--- src/rtl/reg_bus_pkg.sv ---
// Shared types and idle bus values for reg_bus_master.
package reg_bus_pkg;

    typedef enum logic [2:0] {
        ST_IDLE,
        ST_SETUP,
        ST_STROBE,
        ST_HOLD,
        ST_DONE
    } state_e;

    localparam logic BUS_EN_IDLE       = 1'b0;
    localparam logic BUS_STATE_IDLE    = 1'b0;
    localparam logic BUS_DOUT_IDLE_BIT = 1'b0;

    function automatic int max3(input int a, input int b, input int c);
        int m;
        m = (a > b) ? a : b;
        return (m > c) ? m : c;
    endfunction

endpackage

--- src/rtl/reg_bus_master.sv ---
// Register-bus master: one store/fetch per command, setup/strobe/hold timed bus cycle.
// Latency: acceptance to rsp_valid = 1+SETUP_CYCLES+STROBE_CYCLES+HOLD_CYCLES cycles.
// Backpressure: cmd_ready only in IDLE, no queueing; REG_BUS_MASTER_CNT_EN adds completion counters.
module reg_bus_master #(
    parameter int DATA_WIDTH    = 16,
    parameter int SETUP_CYCLES  = 1,
    parameter int STROBE_CYCLES = 2,
    parameter int HOLD_CYCLES   = 1
) (
    input  logic                  clk,
    input  logic                  reset_n,
    input  logic                  cmd_valid,
    output logic                  cmd_ready,
    input  logic                  cmd_store,
    input  logic [DATA_WIDTH-1:0] cmd_data,
    output logic                  rsp_valid,
    output logic [DATA_WIDTH-1:0] rsp_data,
`ifdef REG_BUS_MASTER_CNT_EN
    output logic [15:0]           store_cnt,
    output logic [15:0]           fetch_cnt,
`endif
    output logic                  bus_en,
    output logic                  bus_state,
    output logic [DATA_WIDTH-1:0] bus_dout,
    input  logic [DATA_WIDTH-1:0] bus_din
);
    import reg_bus_pkg::*;

    localparam int CNT_W = $clog2(max3(SETUP_CYCLES, STROBE_CYCLES, HOLD_CYCLES)) + 1;
    localparam logic [CNT_W-1:0] SETUP_LOAD  = CNT_W'(SETUP_CYCLES - 1);
    localparam logic [CNT_W-1:0] STROBE_LOAD = CNT_W'(STROBE_CYCLES - 1);
    localparam logic [CNT_W-1:0] HOLD_LOAD   = CNT_W'(HOLD_CYCLES - 1);
    localparam logic [CNT_W-1:0] CNT_ONE     = CNT_W'(1);

    state_e                state_q, state_d;
    logic [CNT_W-1:0]      cnt_q, cnt_d;
    logic                  store_q, store_d;
    logic [DATA_WIDTH-1:0] data_q, data_d;
    logic [DATA_WIDTH-1:0] rsp_data_q, rsp_data_d;
    logic                  last_cyc;

    assign last_cyc = (cnt_q == '0);

    always_ff @(posedge clk or negedge reset_n) begin
        if (!reset_n) begin
            state_q    <= ST_IDLE;
            cnt_q      <= '0;
            store_q    <= 1'b0;
            data_q     <= '0;
            rsp_data_q <= '0;
        end else begin
            state_q    <= state_d;
            cnt_q      <= cnt_d;
            store_q    <= store_d;
            data_q     <= data_d;
            rsp_data_q <= rsp_data_d;
        end
    end

    // Counter is reloaded with (phase length - 1) on entry and counts down to zero.
    always_comb begin
        state_d    = state_q;
        cnt_d      = cnt_q;
        store_d    = store_q;
        data_d     = data_q;
        rsp_data_d = rsp_data_q;
        case (state_q)
            ST_IDLE: begin
                if (cmd_valid) begin
                    state_d = ST_SETUP;
                    cnt_d   = SETUP_LOAD;
                    store_d = cmd_store;
                    data_d  = cmd_store ? cmd_data : '0;
                end
            end
            ST_SETUP: begin
                if (last_cyc) begin
                    state_d = ST_STROBE;
                    cnt_d   = STROBE_LOAD;
                end else begin
                    cnt_d = cnt_q - CNT_ONE;
                end
            end
            ST_STROBE: begin
                if (last_cyc) begin
                    state_d = ST_HOLD;
                    cnt_d   = HOLD_LOAD;
                    if (!store_q) rsp_data_d = bus_din;
                end else begin
                    cnt_d = cnt_q - CNT_ONE;
                end
            end
            ST_HOLD: begin
                if (last_cyc) begin
                    state_d = ST_DONE;
                    cnt_d   = '0;
                end else begin
                    cnt_d = cnt_q - CNT_ONE;
                end
            end
            ST_DONE: begin
                state_d = ST_IDLE;
                cnt_d   = '0;
            end
            default: begin
                state_d = ST_IDLE;
                cnt_d   = '0;
            end
        endcase
    end

    always_comb begin
        cmd_ready = (state_q == ST_IDLE);
        rsp_valid = (state_q == ST_DONE);
        bus_en    = BUS_EN_IDLE;
        bus_state = BUS_STATE_IDLE;
        bus_dout  = {DATA_WIDTH{BUS_DOUT_IDLE_BIT}};
        if (state_q == ST_SETUP || state_q == ST_STROBE || state_q == ST_HOLD) begin
            bus_state = store_q;
            bus_dout  = data_q;
        end
        if (state_q == ST_STROBE) bus_en = 1'b1;
    end

    assign rsp_data = rsp_data_q;

`ifdef REG_BUS_MASTER_CNT_EN
    logic [15:0] store_cnt_q, fetch_cnt_q;

    always_ff @(posedge clk or negedge reset_n) begin
        if (!reset_n) begin
            store_cnt_q <= '0;
            fetch_cnt_q <= '0;
        end else if (state_q == ST_DONE) begin
            if (store_q) store_cnt_q <= store_cnt_q + 16'd1;
            else         fetch_cnt_q <= fetch_cnt_q + 16'd1;
        end
    end

    assign store_cnt = store_cnt_q;
    assign fetch_cnt = fetch_cnt_q;
`endif

endmodule

--- config.mk ---
export PLATFORM = sky130hd
export DESIGN_NAME = reg_bus_master
export DESIGN_NICKNAME = d
export VERILOG_FILES = /design/src/rtl/reg_bus_pkg.sv /design/src/rtl/reg_bus_master.sv
export SDC_FILE = /design/constraint.sdc
export NUM_CORES = 1
export LEC_CHECK = 0
export CAP_MARGIN = 20
export CORE_MARGIN = 3
export CORE_UTILIZATION = 45
export DETAILED_ROUTE_END_ITERATION = 10
export PLACE_DENSITY = 0.89
export RECOVER_POWER = 25
export SLEW_MARGIN = 10
export SYNTH_ARGS = -nofsm -noshare
export SYNTH_HDL_FRONTEND = slang
export SYNTH_SLANG_ARGS = --single-unit
--- constraint.sdc ---
create_clock -name clk -period 2.7 [get_ports clk]
set_clock_uncertainty 0.15 [all_clocks]
set_input_delay 0.405 -clock clk [delete_from_list [all_inputs] [get_ports clk]]
set_output_delay 0.405 -clock clk [all_outputs]
set_load 0.02 [all_outputs]
==> impl_metrics.toml <==
[synth]
avgSynthCellArea_um2 = 11.2
synth_top_family_by_area = "simple AND/OR/NAND/NOR gates"
synth_area_um2 = 1720
synthXorXnorAreaFrac_pct = 0.508
synth-compound-area-share_pct = 8.21
yosys.area_share.simple_pct = 19.5
synth_mux_area_share_pct = 11.9
synth_fp_nets = 190
synth_cells = 154
synth-seq-cells = 38
seq_area_frac_synth_pct = 55.2
yosysWarnings = 0
synthAdderAreaFrac_pct = 0
synth_cell_types = 28

[power]
finalPower_mw = 2.97
p_per_area_nw_per_um2 = 1190
sw_frac_of_total_pct = 37.7
power_switching_mw = 1.12
p_seq_share_pct = 34.5
p_leak_nw = 1.06
p_int_mw = 1.85
pwr-share-clk_pct = 11.9
vdd_drop_max_mv = 0.634
pwr-share-comb_pct = 53.6

[layout]
finalNetCount = 257
antenna_cells = 0
layout_commonest_cell = "clkdlybuf4s50_1"
layoutNonFillerInstCount = 267
final_cell_mix = "clkdlybuf4s50_1 (70), dfrtp_1 (38), nand2_1 (33)"
area_growth_pct = 44.4
drive_above_1_share_pct = 16.3

[clock_tree]
cts_root_buffer = "clkbuf_8"
tritoncts = "yes"
insertion_delay_ns = 0.28
hold_buffers = 0
cts_buffer_depth = 2
cts.sinks = 38
cts_setup_buffers = 0
htreeDepth = 2
cts_buffers = 5
clkTransAtPathRegs_ns = 0.07

[sta]
period_needed_ns = 2.49
setup_ws_ns = 0.214
relSlewSlack_pct = -28.8
fmax_mhz = 402
setup_viol = 0
rsz0062_at_grt = "no"
worst_pin_slew_ns = 1.93
finalMaxSlewViolations = 39
fin_tns_setup_ns = 0
min_period_over_period_pct = 92.1
hold_viol_final = 0

[floorplanning]
die_area_um2 = 4610
fp-row-count = 21
die_height_um = 67.9
io_pins = 72
die_w_um = 67.9
initial_core_util_pct = 48.9
core_um2 = 3520

[setup_path]
required_ns = 2.14
worstPathMaxFanout = 18
path_class = "flop to output pin"
reg2reg_setup_slack_ns = 0.83
end_kind = "output pin"
cp-start-kind = "flop"
cp.arrival_ns = 1.93

[grt]
grt_pass1_wl_mm = 5.59
antenna_found_initial = 0
grt_max_degree = 39
grt_overflow_total = 0
first_global_vias = 1293
grt.total_usage_pct = 16.4

[placed_design]
gp_congestion = 0.780
dp_slack_ns = 0.401
io_buffers = 71
dp_hpwl_mm = 2.61
dp_cells = 260

[routing]
drtAntennaViolNets = 0
wl_mm = 3.51
detail_route.iter0.violations = 70
drc = 0
vias = 1324
wl_per_cell_um = 13.2
drt-vias-per-instance = 4.96
dr.pass1.iters = 4

[run_status]
violations = "capacitance limit, slew limit"
status = "finished with violations"

[job]
cap_violations = 1

[worst_hold_path]
min_path_type = "flop to flop"
[critical path, cell delays in order, from the launching register on]
cell	delay (ns)
dfrtp_1	0.48
o21ba_4	0.38
and2_1	0.17
clkdlybuf4s50_1	0.62
[Yosys cell counts (all sizes together)]
cell type | n | area share [%]
dfrtp | 38 | 55
nand2 | 34 | 7.6
and2 | 18 | 6.5
mux2 | 17 | 11
o21ai | 17 | 6.5
buf | 8 | 4.1
clkbuf | 3 | 0.65
nor2 | 3 | 0.65
nor2b | 2 | 0.73
nor3 | 2 | 0.58
nor3b | 2 | 1.2
or4b | 2 | 1.4
a21oi | 1 | 0.29
a2bb2oi | 1 | 0.51
a31oi | 1 | 0.36
and3b | 1 | 0.51
mux2i | 1 | 0.58
nor4 | 1 | 0.36
o21ba | 1 | 0.58
xnor2 | 1 | 0.51
[path summary, 6_finish.rpt]
check	start	endpoint	depth (start not counted)
setup / recovery	state_q[2]$_DFFE_PN0P_	bus_dout[12]	3
hold / removal	data_q[14]$_DFFE_PN0P_	data_q[14]$_DFFE_PN0P_	2
setup reg to reg	state_q[2]$_DFFE_PN0P_	store_q$_DFFE_PN0P_	2
hold reg to reg	data_q[14]$_DFFE_PN0P_	data_q[14]$_DFFE_PN0P_	2
max in group asynchronous	reset_n	rsp_data[1]$_DFFE_PN0P_	1
min in group asynchronous	reset_n	rsp_data[12]$_DFFE_PN0P_	1
[registers in the layout (all words and copies together), names as in the netlist]
name and count:
data_q 16, rsp_data 16, state_q 3, cnt_q 2, store_q 1
[logic make-up after synthesis]
| group | after synthesis |
|---|---|
| flip-flops | 38 |
| XOR/XNOR | 1 |
| buffers and inverters | 11 |
| AND/OR/NAND/NOR | 65 |
| AO/OA/AOI/OAI | 21 |
| multiplexers | 18 |
[area by class of cell]
type,instances,area [um2]
tap,46,57.6
multi-input combinational,105,697
clock inverter,2,10.0
clock buffer,5,68.8
fill,270,1030
sequential,38,951
timing repair buffer,71,704
[layer usage]
layer  wire, um  global-route usage, %
met5          0                      0
met4         70                   8.19
met3        375                   5.25
met2       1590                   26.4
met1       1470                   19.9
[power by group through the flow]
stage	clock [mW]	combinational [mW]	sequential, mW
floorplan	0	0.887	1.11
global placement	0	1.57	1.02
detailed placement	0	1.61	1.03
CTS	0.368	1.61	1.02
global route	0.390	1.73	1.06
finish	0.355	1.59	1.02
[through the flow]
stage               hold WS [ns]  util [%]  cell area [um2]
finish                     0.320      70.7             2490
global route               0.341      70.7             2490
CTS                       0.0823      70.5             2480
detailed placement         0.308      68.3             2400
global placement           0.302      68.3             2400
floorplan                -0.0406         -             1720
[what timing repair did]
item / in CTS / in global routing
gates resized for setup: 0 / 1
hold endpoints to repair: 0 / 0
setup endpoints to repair: 0 / 4
Note: power is estimated with default switching activity, not from simulation.
